### src/rtl/siso_frame_ctrl.sv
// -----------------------------------------------------------------------------
// siso_frame_ctrl
//   Sequencer for a DEPTH-stage serial-in serial-out shift register. A WIDTH-bit
//   word is taken on a start/ready handshake and fed to the chain one bit per
//   clock. DEPTH further zero shifts then flush the chain. out_valid marks the
//   cycles in which the chain output carries a frame bit. done pulses once the
//   whole frame has left the chain.
//
//   Optional feature macro: SISO_PARITY_EN. When it is defined, an even-parity
//   bit (XOR of the data bits) follows the data, so each frame has WIDTH+1 bits.
//
// Ports
//   clk       in   1      system clock, rising edge
//   rst       in   1      asynchronous reset, active low
//   start     in   1      frame request, accepted when start & ready
//   data_in   in   WIDTH  frame word, sampled on the accept edge only
//   abort     in   1      cancel the frame in progress (beats start)
//   ready     out  1      idle, a start will be accepted
//   shift_en  out  1      chain shift enable (registered)
//   sdin      out  1      serial bit to the chain input (registered)
//   out_valid out  1      chain output holds a frame bit this cycle
//   bit_cnt   out  CW     index of the frame bit on sdin, 0 outside SHIFT
//   done      out  1      one-cycle pulse, frame complete
// -----------------------------------------------------------------------------
module siso_frame_ctrl #(
  parameter int  WIDTH     = 8,
  parameter int  DEPTH     = 4,
  parameter int  MSB_FIRST = 1,
  localparam int CW        = $clog2(WIDTH + 1)
) (
  input  logic             clk,
  input  logic             rst,
  input  logic             start,
  input  logic [WIDTH-1:0] data_in,
  input  logic             abort,
  output logic             ready,
  output logic             shift_en,
  output logic             sdin,
  output logic             out_valid,
  output logic [CW-1:0]    bit_cnt,
  output logic             done
);

`ifdef SISO_PARITY_EN
  localparam int NB = WIDTH + 1;
`else
  localparam int NB = WIDTH;
`endif
  // One counter serves both the bit index (SHIFT) and the flush count (FLUSH).
  localparam int CNT_MAX = (NB > DEPTH) ? NB : DEPTH;
  localparam int CNTW    = (CNT_MAX > 1) ? $clog2(CNT_MAX) : 1;
  localparam int IW      = $clog2(NB);

  typedef enum logic [1:0] {IDLE, SHIFT, FLUSH, DONE} state_t;

  state_t           state, state_nxt;
  logic [CNTW-1:0]  cnt, cnt_nxt;
  logic [WIDTH-1:0] shadow;
  logic [WIDTH-1:0] src;
  logic [NB-1:0]    frame_vec;
  logic [DEPTH-1:0] vpipe;

  logic             ready_nxt;
  logic             shift_en_nxt;
  logic             sdin_nxt;
  logic [CW-1:0]    bit_cnt_nxt;
  logic             done_nxt;

  // State register. All outputs are registered here from their *_nxt values,
  // so each output changes on the same edge as the state it belongs to.
  always_ff @(posedge clk or negedge rst) begin
    if (!rst) begin
      // NOTE: the shadow word and the valid pipeline are small, so they are
      // reset with the control state; nothing downstream then ever sees stale
      // frame data after a reset.
      state    <= IDLE;
      cnt      <= '0;
      shadow   <= '0;
      vpipe    <= '0;
      ready    <= 1'b1;
      shift_en <= 1'b0;
      sdin     <= 1'b0;
      bit_cnt  <= '0;
      done     <= 1'b0;
    end else begin
      // NOTE: non-blocking assignments only in clocked blocks, so every
      // register samples the pre-edge value of every other register.
      state <= state_nxt;
      cnt   <= cnt_nxt;
      if (state == IDLE && state_nxt == SHIFT) shadow <= data_in;

      // vpipe[0] records "a frame bit entered the chain last cycle"; after
      // DEPTH shifts that bit appears on the chain output.
      if (abort && state != IDLE) vpipe <= '0;
      else                        vpipe <= (vpipe << 1) | DEPTH'(state == SHIFT);

      ready    <= ready_nxt;
      shift_en <= shift_en_nxt;
      sdin     <= sdin_nxt;
      bit_cnt  <= bit_cnt_nxt;
      done     <= done_nxt;
    end
  end

  // Next-state logic. abort out of any busy state wins over everything else;
  // in IDLE it only masks start.
  always_comb begin
    // NOTE: defaults first, so every path assigns every signal and no latch
    // can be inferred.
    state_nxt = state;
    cnt_nxt   = cnt;
    if (abort && state != IDLE) begin
      state_nxt = IDLE;
      cnt_nxt   = '0;
    end else begin
      unique case (state)
        IDLE: if (start && !abort) begin
          state_nxt = SHIFT;
          cnt_nxt   = '0;
        end
        SHIFT: if (cnt == CNTW'(NB - 1)) begin
          state_nxt = FLUSH;
          cnt_nxt   = '0;
        end else begin
          cnt_nxt = cnt + CNTW'(1);
        end
        FLUSH: if (cnt == CNTW'(DEPTH - 1)) begin
          state_nxt = DONE;
          cnt_nxt   = '0;
        end else begin
          cnt_nxt = cnt + CNTW'(1);
        end
        DONE: begin
          state_nxt = IDLE;
          cnt_nxt   = '0;
        end
        default: begin
          state_nxt = IDLE;
          cnt_nxt   = '0;
        end
      endcase
    end
  end

  // Output logic, computed from the next state so the registered outputs line
  // up with it. On the accept edge the shadow is not loaded yet, so the first
  // bit is taken straight from data_in.
  always_comb begin
    src = (state == IDLE) ? data_in : shadow;
    for (int i = 0; i < WIDTH; i++)
      frame_vec[i] = (MSB_FIRST != 0) ? src[WIDTH-1-i] : src[i];
`ifdef SISO_PARITY_EN
    frame_vec[WIDTH] = ^src;
`endif
    ready_nxt    = (state_nxt == IDLE);
    shift_en_nxt = (state_nxt == SHIFT) || (state_nxt == FLUSH);
    sdin_nxt     = (state_nxt == SHIFT) && frame_vec[cnt_nxt[IW-1:0]];
    bit_cnt_nxt  = (state_nxt == SHIFT) ? CW'(cnt_nxt) : '0;
    done_nxt     = (state_nxt == DONE);
  end

  assign out_valid = vpipe[DEPTH-1];

endmodule

### config.mk
export PLATFORM = sky130hd
export DESIGN_NAME = siso_frame_ctrl
export DESIGN_NICKNAME = d
export VERILOG_FILES = /design/src/rtl/siso_frame_ctrl.sv
export SDC_FILE = /design/constraint.sdc
export NUM_CORES = 1
export LEC_CHECK = 0
export BUFFER_PORTS_ARGS = -buffer_cell sky130_fd_sc_hd__buf_2
export CAP_MARGIN = 20
export CORE_AREA = 2 2 57 59
export CTS_CLUSTER_SIZE = 25
export DETAILED_ROUTE_END_ITERATION = 6
export DIE_AREA = 0 0 59 61
export GPL_TIMING_DRIVEN = 0
export PLACE_DENSITY = 0.65
export SYNTH_ARGS = -nofsm -noshare
export SYNTH_HDL_FRONTEND = slang
export SYNTH_SLANG_ARGS = --single-unit
### constraint.sdc
create_clock -name clk -period 3.2 [get_ports clk]
set_clock_uncertainty 0.2 [all_clocks]
set_input_delay 0.64 -clock clk [delete_from_list [all_inputs] [get_ports clk]]
set_output_delay 0.64 -clock clk [all_outputs]
set_load 0.05 [all_outputs]
==> results of run 1 <==
==> synthesized netlist by cell type, types with 2 or more instances <==
master	n	share of area [%]
a21boi_0	3	1.8
a21oi_1	2	0.78
and2_1	2	0.97
buf_2	2	0.78
buf_6	2	1.8
clkbuf_1	2	0.59
dfrtp_1	23	45
ha_1	7	6.8
inv_1	7	2.0
mux2_2	8	7.0
mux2i_1	2	1.6
nand2_1	6	1.8
nor2_1	11	3.2
nor2_2	2	0.97
nor3_1	3	1.2
o211ai_1	2	1.2
o21ai_0	5	1.9
or4b_4	2	2.1
==> worst max-delay path, stage by stage, from the launching register on <==
cell      delay (ns)
dfrtp_1         0.44
ha_1            0.26
ha_1            0.23
or4b_4          0.56
o211a_4         0.18
o21a_1          0.10
o41a_1          0.36
a222oi_1        0.24
==> worst max-delay path by stage <==
stage / startpoint / to / slack, ns / cells after the start
final: cnt[0]$_DFF_PN0_ / sdin$_DFF_PN0_ / 0.53 / 7
after global routing: cnt[0]$_DFF_PN0_ / shadow[4]$_DFFE_PN0P_ / 0.39 / 9
after CTS: cnt[0]$_DFF_PN0_ / sdin$_DFF_PN0_ / 0.52 / 7
after detailed placement: cnt[0]$_DFF_PN0_ / sdin$_DFF_PN0_ / 0.55 / 7
after global placement: cnt[0]$_DFF_PN0_ / sdin$_DFF_PN0_ / 0.56 / 7
after floorplan: cnt[0]$_DFF_PN0_ / sdin$_DFF_PN0_ / 0.74 / 7
==> per-stage QoR <==
step	hold slack, ns	area [sq um]	std cells	power [mW]
detailed placement	0.3007	1415	169	0.5566
finish	0.07828	1451	173	0.7123
floorplan	0.1444	1284	118	0.5060
global route	0.1139	1451	173	0.7572
global placement	0.2938	1415	169	0.5491
CTS	0.1004	1451	173	0.7166
==> cell families after synthesis <==
group                    synth area share, %
AO/OA/AOI/OAI                          16.47
XOR/XNOR                              0.6824
adder cells (fa/ha/maj)                6.822
buffers and inverters                  5.751
flip-flops                             46.88
multiplexers                           8.577
other                                 0.2921
AND/OR/NAND/NOR                        14.52
==> layout by cell type (no fill, tap or decap), types with 2 or more instances in the layout <==
cell type	Yosys	routed
buf_2	2	20
inv_1	7	7
mux2_2	8	8
nor3_1	3	3
a21oi_1	2	2
nor2_2	2	2
a21boi_0	3	3
clkbuf_1	2	2
nor2_1	11	11
or4b_4	2	2
mux2i_1	2	2
dfrtp_1	23	23
ha_1	7	7
o21ai_0	5	5
buf_6	2	2
and2_1	2	2
nand2_1	6	6
o211ai_1	2	2
clkbuf_4	0	3
==> power breakdown <==
group / switching [mW] / leakage [nW] / internal, mW / total (mW)
clock: 0.0935 / 0.0210 / 0.0695 / 0.163
combinational: 0.108 / 0.363 / 0.0759 / 0.184
sequential: 0.0214 / 0.308 / 0.344 / 0.365
==> metal layers <==
metal	GRT usage (%)	up-vias	share of wire (%)
li1	-	462	-
met1	20.05	455	44
met2	28.25	24	51
met3	2.132	4	3.8
met4	7.143	0	1.2
met5	0	-	0
==> state kept, by name, indices dropped and copies added (netlist names), 2 cells and up <==
signal and cells:
vpipe 4, state 2, cnt 3, shadow 8, bit_cnt 3
==> final cells by class <==
type	instances	area, sq um	share of cell area, %
Clock buffer	4	36.28	2.500
Tap cell	33	41.29	2.845
Buffer	7	47.55	3.276
Timing Repair Buffer	18	90.09	6.207
Inverter	7	26.28	1.810
Sequential cell	24	601.8	41.47
Multi-Input combinational cell	80	608.1	41.90
==> run_results.csv, run 1 <==
group,metric,value,unit
yosys,synthArstFlopShare,100.0,%
floorplanning,dieArea,3599,sq um
setup_path,reg2reg_to,"sdin$_DFF_PN0_",
yosys,syn-cell-area,1284,sq um
yosys,synth_seq_area_share,46.88,%
grt,grt_pass1_wl,4.381,mm
run,max_cap_violations,0,
grt,grtUsageTotal,16.18,%
floorplanning,dieHeight,61,microns
cts,root_buffer,"clkbuf_4",
floorplanning,die_w,59,microns
setup_path,crit_path_max_fanout,4,
sta,setup_viol,0,
setup_path,crit_path_end_kind,"flop",
cells_and_area,fin_util,49.15,%
sta,finalMaxSlewViolations,0,
setup_path,critPathKind,"flop to flop",
place,portBuffers,18,
floorplanning,core,2953,sq um
setup_path,cp-start-kind,"flop",
cts,numClockSinks,24,
cts,clockBufferDepth,2,
cts,post_cts_resized,0,
cts,htreeDepth,1,
yosys,syn_avg_cell_area,10.88,sq um
sta,final.period_utilization,83.44,%
cts,cts_hold_buf,0,
yosys,ys_warn_count,0,
run_status,status,"finished clean",
cts,post-cts-setup-buffers,0,
cells_and_area,area_growth,13.06,%
setup_path,r2r_slack,0.53,ns
setup_path,required,3.21,ns
place,gp_congestion,0.8482,
cts,clk_latency,0.31,ns
power,power_density,490.8,nW/um^2
drt,drc,0,
grt,grt_pass1_vias,997,
cells_and_area,diodes,0,
cts,cts_buffers,3,
min_path,hold_path_class,"input port to async pin",
drt,postRouteAntennaNets,0,
cts,clkTransAtPathRegs,0.13,ns
setup_path,reg2reg_from,"cnt[0]$_DFF_PN0_",
yosys,syn_nets,137,
sta,slew-limit-headroom,46.60,%
floorplanning,io_pins,21,
drt,vias,945,
sta,fin_ws,0.5299,ns
drt,wl_per_cell,14.43,microns
drt,routed_wl,2.496,mm
place,place_ws,0.5477,ns
floorplanning,initial_core_util,43.47,%
power,peakVddDrop,0.0002510,V
drt,drt_iter0_drc,16,
floorplanning,rows,20,
cells_and_area,filler_cell_count,277,
grt,antenna_found_initial,0,
drt,vias_per_cell,5.462,
place,dp_hpwl,1.854,mm
sta,rsz0062_at_grt,"no",
grt,gr-total-overflow,0,
cells_and_area,layout.nets,160,
yosys,synth_enable_flop_cells,0,
yosys,synth-seq-cells,24,
setup_path,cp_data_arrival_time,2.68,ns
yosys,dominantRegCellSynth,"dfrtp_1",
yosys,syn_inst,118,
grt,grt_max_degree,25,
drt,first_pass_iters,5,
cells_and_area,drive_gt1_share,30.71,%
sta,finalHoldViolations,0,
sta,fin_tns_setup,0,ns
power,leakage,0.6918,nW
setup_path,r2r.worst_path.cells,7,
sta,period_needed,2.670,ns
sta,fmax,0.3745,GHz
sta,worstMarginPinSlew,0.7985,ns
cts,tritoncts,"yes",
yosys,ys_types,45,
Note: power is estimated with default switching activity, not from simulation.
==> inputs of run 2 (changes only) <==
clock period = 2.78 ns   (was 3.2 ns; I/O delays follow)
==> run 2 against run 1 <==
  * The run now ends with hold timing left
  * Sequential share of layout area shrank 0.42 points
  * Combinational power grew 18%
  * Sequential cell count is the same
  * Critical path type unchanged
  * Non-clock buffer count grew 1
  * Sequential power grew 15%
  * Total power grew 16%
  * Count of clock-buffer cells in the layout is the same
  * Design area grew 1.0%
  * Largest cell class unchanged
  * Die area is the same
  * Critical endpoint unchanged
  * Critical path depth is the same
  * Via count grew 0.53%
  * Worst hold slack lost 0.085 ns
==> run_results.csv, run 2 (synthesized netlist as in run 1, its figures left out) <==
group,metric,value,unit
place,dp.cells,169,
drt,postRouteAntennaNets,0,
cells_and_area,final_common_cell,"dfrtp_1",
cts,tritoncts,"yes",
cells_and_area,largest_register_ffs,8,
cells_and_area,final_cell_mix,"dfrtp_1 (23), buf_2 (20), nor2_1 (11)",
sta,rsz0062_at_grt,"no",
drt,drt_iter0_drc,18,
sta,fin_tns_setup,0,ns
sta,timing.hold.ws,-0.006981,ns
setup_path,r2r_slack,0.15,ns
cells_and_area,top_regs,"shadow x8, vpipe x4",
place,postPlaceCellArea,1415,sq um
grt,grt_max_degree,25,
cells_and_area,area_growth,14.23,%
cts,htreeDepth,1,
floorplanning,rows,20,
run_status,violations,"hold timing",
cts,root_buffer,"clkbuf_4",
cells_and_area,diodes,0,
power,peakVddDrop,0.0002897,V
sta,period_needed,2.635,ns
sta,finalHoldViolations,9,
cells_and_area,layout.nets,161,
floorplanning,initial_core_util,43.47,%
run_status,status,"finished, violations left",
setup_path,cp_top_family,"compound AO/OA/AOI/OAI gates",
min_path,hold_path_class,"input port to async pin",
power,leakage,0.6950,nW
drt,routed_wl,2.476,mm
cts,cts_buffers,3,
floorplanning,dieHeight,61,microns
setup_path,r2r.worst_path.cells,7,
cts,numClockSinks,24,
drt,wl_per_cell,14.23,microns
sta,setup_viol,0,
power,power,0.8261,mW
sta,slew-limit-headroom,47.01,%
drt,drc,0,
sta,finalMaxSlewViolations,0,
place,portBuffers,18,
drt,vias,950,
grt,antenna_found_initial,0,
sta,fmax,0.3795,GHz
cts,clockBufferDepth,2,
setup_path,slowest_stage,"or4b_4",
cts,clk_latency,0.31,ns
floorplanning,die_w,59,microns
setup_path,path_cells,"ha_2 > ha_1 > or4b_4 > o211a_4 > o21a_1 > o41a_1 > a222oi_1",
grt,grt_pass1_wl,4.381,mm
cells_and_area,fin_area,1466,sq um
floorplanning,io_pins,21,
drt,vias_per_cell,5.460,
cells_and_area,top_register,"shadow",
setup_path,slowest_delay,0.56,ns
floorplanning,dieArea,3599,sq um
setup_path,crit_path_max_fanout,4,
sta,final.period_utilization,94.78,%
run,max_cap_violations,0,
power,power_density,563.3,nW/um^2
setup_path,crit_buf_inv,0,
cts,clkTransAtPathRegs,0.13,ns
grt,grtUsageTotal,16.18,%
setup_path,reg2reg_to,"sdin$_DFF_PN0_",
drt,first_pass_iters,4,
setup_path,critPathKind,"flop to flop",
grt,grt_pass1_vias,997,
setup_path,required,2.79,ns
sta,worstMarginPinSlew,0.7924,ns
place,dp_hpwl,1.854,mm
setup_path,crit_path_end_kind,"flop",
setup_path,cp_data_arrival_time,2.64,ns
grt,gr-total-overflow,0,
place,gp_congestion,0.8482,
setup_path,reg2reg_from,"cnt[0]$_DFF_PN0_",
setup_path,cp-start-kind,"flop",
cells_and_area,finalNonFillerCells,174,
floorplanning,core,2953,sq um
cells_and_area,drive_gt1_share,31.91,%
[run 2: how the worst max path moves through the flow]
stage                     slack (ns)  depth (start not counted)             end        startpoint
after floorplan                 0.32                          7  sdin$_DFF_PN0_  cnt[0]$_DFF_PN0_
after global placement          0.14                          7  sdin$_DFF_PN0_  cnt[0]$_DFF_PN0_
after detailed placement        0.13                          7  sdin$_DFF_PN0_  cnt[0]$_DFF_PN0_
after CTS                        0.1                          7  sdin$_DFF_PN0_  cnt[0]$_DFF_PN0_
after global routing            0.02                          7  sdin$_DFF_PN0_  cnt[0]$_DFF_PN0_
final                           0.15                          7  sdin$_DFF_PN0_  cnt[0]$_DFF_PN0_
[run 2: layout make-up]
| type | instances | area [sq um] |
|---|---|---|
| flip-flops and latches | 24 | 601.8 |
| repair buffers | 19 | 97.59 |
| fillers | 276 | 1486 |
| clock buffers | 4 | 36.28 |
| plain buffers | 7 | 47.55 |
| inverters | 7 | 26.28 |
| well taps | 33 | 41.29 |
| multi-input cells | 80 | 615.6 |
[run 2: through the flow]
step                      hold slack [ns]  setup WS, ns  util, %
final                           -0.006981        0.1450    49.66
after global routing              0.02986       0.01792    49.66
after CTS                         0.01642       0.09814    49.15
after detailed placement           0.3007        0.1277    47.92
after global placement             0.2938        0.1384    47.92
after floorplan                   0.06041        0.3210        -
[run 2: worst register-to-register path: stages, from the launching register on]
cell and delay, ns:
dfrtp_1 0.44, ha_2 0.22, ha_1 0.21, or4b_4 0.56
o211a_4 0.18, o21a_1 0.10, o41a_1 0.36, a222oi_1 0.25
[run 2: layer usage]
| metal | global-route usage (%) | share of wire [%] | vias up |
|---|---|---|---|
| li1 | - | - | 463 |
| met3 | 2.132 | 3.5 | 5 |
| met5 | 0 | 0 | - |
| met1 | 20.05 | 44 | 461 |
| met4 | 7.143 | 1.7 | 0 |
| met2 | 28.25 | 51 | 21 |
[run 2: repair_timing]
item,CTS,global route
hold buffers,0,0
gates resized for setup,0,2
setup buffers,0,1
setup endpoints to repair,0,9
[run 2: power breakdown]
group / switching (mW) / internal (mW) / total, mW
clock network: 0.108 / 0.0801 / 0.188
logic: 0.126 / 0.0920 / 0.218
registers: 0.0245 / 0.396 / 0.420
